===== config.mk =====
export PLATFORM = sky130hd
export DESIGN_NAME = mux_16to1
export DESIGN_NICKNAME = d
export VERILOG_FILES = /design/src/rtl/mux_16to1.sv
export SDC_FILE = /design/constraint.sdc
export NUM_CORES = 1
export LEC_CHECK = 0
export CAP_MARGIN = 10
export CELL_PAD_IN_SITES_DETAIL_PLACEMENT = 0
export CELL_PAD_IN_SITES_GLOBAL_PLACEMENT = 2
export CORE_MARGIN = 3
export CORE_UTILIZATION = 12
export DETAILED_ROUTE_END_ITERATION = 10
export PLACE_DENSITY_LB_ADDON = 0.1
export SLEW_MARGIN = 5
export SYNTH_ARGS = -nofsm -noshare
export SYNTH_HDL_FRONTEND = slang
export SYNTH_SLANG_ARGS = --single-unit

===== constraint.sdc =====
create_clock -name clk -period 1.2 [get_ports clk]
set_input_delay 0.12 -clock clk [delete_from_list [all_inputs] [get_ports clk]]
set_output_delay 0.12 -clock clk [all_outputs]
set_load 0.05 [all_outputs]

===== src/rtl/mux_16to1.sv =====
// mux_16to1: registered 16-to-1 lane selector.
//
// Picks one of sixteen WIDTH-bit lanes from the packed input vector by a
// 4-bit select and presents it on a flopped output one clock later. Both
// outputs come straight from flops, so there is no input-to-output
// combinational path.
//
// Ports:
//   clk       rising-edge clock
//   rst       synchronous, active-high reset (priority over in_valid)
//   i         packed lanes, lane k at bits [k*WIDTH +: WIDTH] (lane 0 = LSBs)
//   s         lane select, 0..15 (every value legal)
//   in_valid  qualifies i/s for capture this cycle
//   f         selected lane, registered; holds when in_valid is low
//   out_valid high for the one cycle after an accepted in_valid
module mux_16to1 #(
  parameter int unsigned WIDTH = 1
) (
  input  logic                  clk,
  input  logic                  rst,
  input  logic [16*WIDTH-1:0]   i,
  input  logic [3:0]            s,
  input  logic                  in_valid,
  output logic [WIDTH-1:0]      f,
  output logic                  out_valid
);

  logic [WIDTH-1:0] lane_sel;
  logic [WIDTH-1:0] f_d, f_q;
  logic             out_valid_d, out_valid_q;

  // Decode the select as a compare per lane; all 16 codes map to a lane.
  always_comb begin
    lane_sel = '0;
    for (int k = 0; k < 16; k++) begin
      if (s == 4'(k)) begin
        lane_sel = i[k*WIDTH +: WIDTH];
      end
    end
  end

  always_comb begin
    f_d         = f_q;
    out_valid_d = in_valid;
    if (in_valid) begin
      f_d = lane_sel;
    end
  end

  always_ff @(posedge clk) begin
    if (rst) begin
      f_q         <= '0;
      out_valid_q <= 1'b0;
    end else begin
      f_q         <= f_d;
      out_valid_q <= out_valid_d;
    end
  end

  assign f         = f_q;
  assign out_valid = out_valid_q;

endmodule


==> results.rst <==
.. list-table::
   :header-rows: 1

   * - Metric
     - Value
   * - Final setup vio count
     - 0
   * - Pins Over Slew Limit
     - 0
   * - Synth area leaders
     - sky130_fd_sc_hd__mux4_2 (20%), sky130_fd_sc_hd__dfxtp_1 (17%), sky130_fd_sc_hd__mux2i_1 (17%), sky130_fd_sc_hd__nor3_1 (6.6%), sky130_fd_sc_hd__buf_6 (4.9%)
   * - Largest stage delay on the critical path
     - 450 ps
   * - Root Buffer Master
     - sky130_fd_sc_hd__clkbuf_4
   * - Data arrival, critical path
     - 1240 ps
   * - Most frequent standard cell in the layout excluding fill and tap cells
     - sky130_fd_sc_hd__clkdlybuf4s50_1
   * - Hold Slack
     - 493 ps
   * - Sequential fraction of the synthesis area
     - 17.5%
   * - Drt via density
     - 3.81
   * - Sort of element at the end of the critical path
     - register
   * - Final worst path period share
     - 95.1%
   * - Antenna violations before repair
     - 0
   * - Mapped Avg Cell Area
     - 9.16 µm²
   * - DR vias
     - 316
   * - Critical Path, Cell by Cell
     - clkdlybuf4s50_1, mux4_2, nor3_1, o32ai_1
   * - Run status
     - finished clean
   * - Register-to-register setup slack
     - 520 ps
   * - Count of input and output buffers
     - 24
   * - Minimum period implied by the final worst setup slack
     - 1140 ps
   * - Share of final-layout standard cells stronger than drive strength 1
     - 25.9%
   * - End of the worst register-to-register path
     - f
   * - Count of standard-cell rows
     - 15
   * - CP Max Fanout
     - 1
   * - Area of the mapped netlist
     - 229 µm²
   * - Pwr dens
     - 687 mW/mm²
   * - Gate count of the mapped netlist
     - 25
   * - Number of global-route vias before repair
     - 348
   * - Max frequency
     - 877 MHz
   * - Setup repair after global routing missed its margin
     - false
   * - Final setup slack of the worst path
     - 59.2 ps
   * - Number of design rule violations left after detail routing
     - 0
   * - Largest net degree at the start of global routing
     - 6
   * - Number of top-level pins
     - 25
   * - Pin slew with the least headroom to its limit
     - 250 ps
   * - Clock-pin slew on the worst setup and hold paths
     - 30 ps
   * - Cell with the largest stage delay on the worst path
     - sky130_fd_sc_hd__mux4_2
   * - Data required time of the critical path
     - 1290 ps
   * - Cell count of the worst hold path
     - 2
   * - Die width
     - 49.7 µm
   * - Post-synth top area cell
     - sky130_fd_sc_hd__mux4_2
   * - Number of buffers added by the clock tree synthesis step
     - 3
   * - Worst setup slack after placement
     - -456 ps
   * - Crit path kind
     - input port to register
   * - Antenna diode instance count
     - 0
   * - Post-cts hold buffer count
     - 0
   * - Max Cap Violations
     - 0
   * - Buffer count from post-CTS setup fixing
     - 0
   * - Gr ovfl total
     - 0
   * - Commonest cells after routing, fill and taps aside
     - sky130_fd_sc_hd__clkdlybuf4s50_1 (18), sky130_fd_sc_hd__buf_4 (8), sky130_fd_sc_hd__mux2i_1 (4)
   * - Area grow syn2layout
     - 154%
   * - Sequential Area
     - 40.0 µm²
   * - Area of the core
     - 0.00176 mm²
   * - Final core area utilization
     - 32.9%
   * - Detailed router's first-iteration violation count
     - 3
   * - Count of nets after finishing
     - 83
   * - Worst reg2reg path depth
     - 2
   * - Number of synthesized register bits
     - 2
   * - Critical Path Start Type
     - input port
   * - Final Non-Filler Cells
     - 83
   * - Number of endpoints with negative hold slack in the final report
     - 0
   * - IR Drop Worst-Case VDD
     - 0.000232 V
   * - Die Outline Area
     - 0.00247 mm²
   * - Worst clock skew
     - 0 ps
   * - Area share of the largest cell type after synthesis
     - 19.7%
   * - Number of fillers in the final layout
     - 201
   * - Aggregate global-route resource usage
     - 7.91%
   * - Count of distinct cell types in the synthesized netlist
     - 15
   * - Multi-input logic area
     - 159 µm²
   * - TritonCTS clock tree
     - built
   * - Die height
     - 49.7 µm
   * - Type of the most critical hold path
     - input port to register
   * - Clock sink count
     - 2
   * - HP Start
     - rst
   * - Global-route wire length before repair
     - 1520 µm
   * - Worst Hold Path EP
     - f
   * - Dpl cells
     - 80
   * - Longest Clk Path Bufs
     - 2
   * - Normalized max-slew margin
     - 83.1%
   * - Accumulated negative setup slack
     - 0 ps
   * - Clock H-tree levels
     - 1
   * - Routed wire per std cell
     - 10.6 µm
   * - Remaining antenna violation count
     - 0
   * - Gp weighted congestion
     - 0.657
   * - Syn. warnings
     - 0
   * - Final wirelength
     - 876 µm
   * - Static Leakage
     - 0.244 nW
   * - Later-pin clock latency in the skew report
     - 220 ps
   * - Number of iterations in the first detailed-routing pass
     - 4
   * - Effective utilization at floorplan
     - 13.0%
   * - Post-synth net total
     - 48
   * - Startpoint of the worst register-to-register path
     - f
==> per-layer routing <==
layer,vias to the layer above,share of wire [%],global-route usage [%]
met1,137,43,9.49
met5,-,0,0
met3,0,7.0,1.21
met2,16,50,13.0
li1,163,-,-
met4,0,0,5.07
==> cells in the mapped netlist <==
cell type / number
sky130_fd_sc_hd__mux2i_1: 4
sky130_fd_sc_hd__inv_1: 3
sky130_fd_sc_hd__nor3_1: 3
sky130_fd_sc_hd__a21oi_1: 2
sky130_fd_sc_hd__dfxtp_1: 2
sky130_fd_sc_hd__mux4_2: 2
sky130_fd_sc_hd__a22oi_1: 1
sky130_fd_sc_hd__buf_4: 1
sky130_fd_sc_hd__buf_6: 1
sky130_fd_sc_hd__nand3_1: 1
sky130_fd_sc_hd__nor2_1: 1
sky130_fd_sc_hd__nor3b_1: 1
sky130_fd_sc_hd__o311ai_1: 1
sky130_fd_sc_hd__o31ai_1: 1
sky130_fd_sc_hd__o32ai_1: 1
==> state kept, by name, summed over array words and instances, names as in the netlist <==
signal,flops
out_valid,1
f,1
==> how the worst max path moves through the flow <==
stage                     startpoint  end  slack [ps]  cells past startpoint
after floorplan                 s[0]    f         140                      4
after global placement          s[0]    f        -450                      4
after detailed placement        s[0]    f        -460                      6
after CTS                       s[0]    f          40                      6
after global routing           i[12]    f           7                      4
final                           i[6]    f          60                      4
==> worst max-delay path: cells and delay by family <==
kind	cells	cell delay, ps
AND/OR/NAND/NOR	1	150
buffers and inverters	1	400
AO/OA/AOI/OAI	1	110
multiplexers	1	450
==> per-stage QoR <==
step                power (W)  instance area (µm²)
floorplan            0.000141                  229
global placement     0.000259                  562
detailed placement   0.000259                  562
CTS                  0.000406                  579
global route         0.000426                  581
finish               0.000399                  581
==> final cells by class <==
type                       instances  share of cell area, %
multi-input combinational         18                   27.4
tap                               25                   5.39
clock buffer                       3                   3.88
timing repair buffer              32                   54.5
sequential                         2                   6.90
inverter                           3                   1.94
==> report_power, final <==
part           total (W)  internal, W  switching, W  leakage [nW]
clock network   0.000146     0.000110     0.0000359        0.0138
logic           0.000177     0.000118     0.0000590         0.213
registers      0.0000766    0.0000721    0.00000444        0.0166
==> cells by family after synthesis <==
group / after synthesis / synth area share (%)
AO/OA/AOI/OAI: 6 / 18.6
multiplexers: 6 / 37.2
AND/OR/NAND/NOR: 6 / 13.7
buffers and inverters: 5 / 13.1
flip-flops: 2 / 17.5
==> timing repair <==
action	CTS	global route
resized for setup	4	1
endpoints found under the setup margin	1	1
pin swaps	1	0
Power figures use the tool's default switching activity.
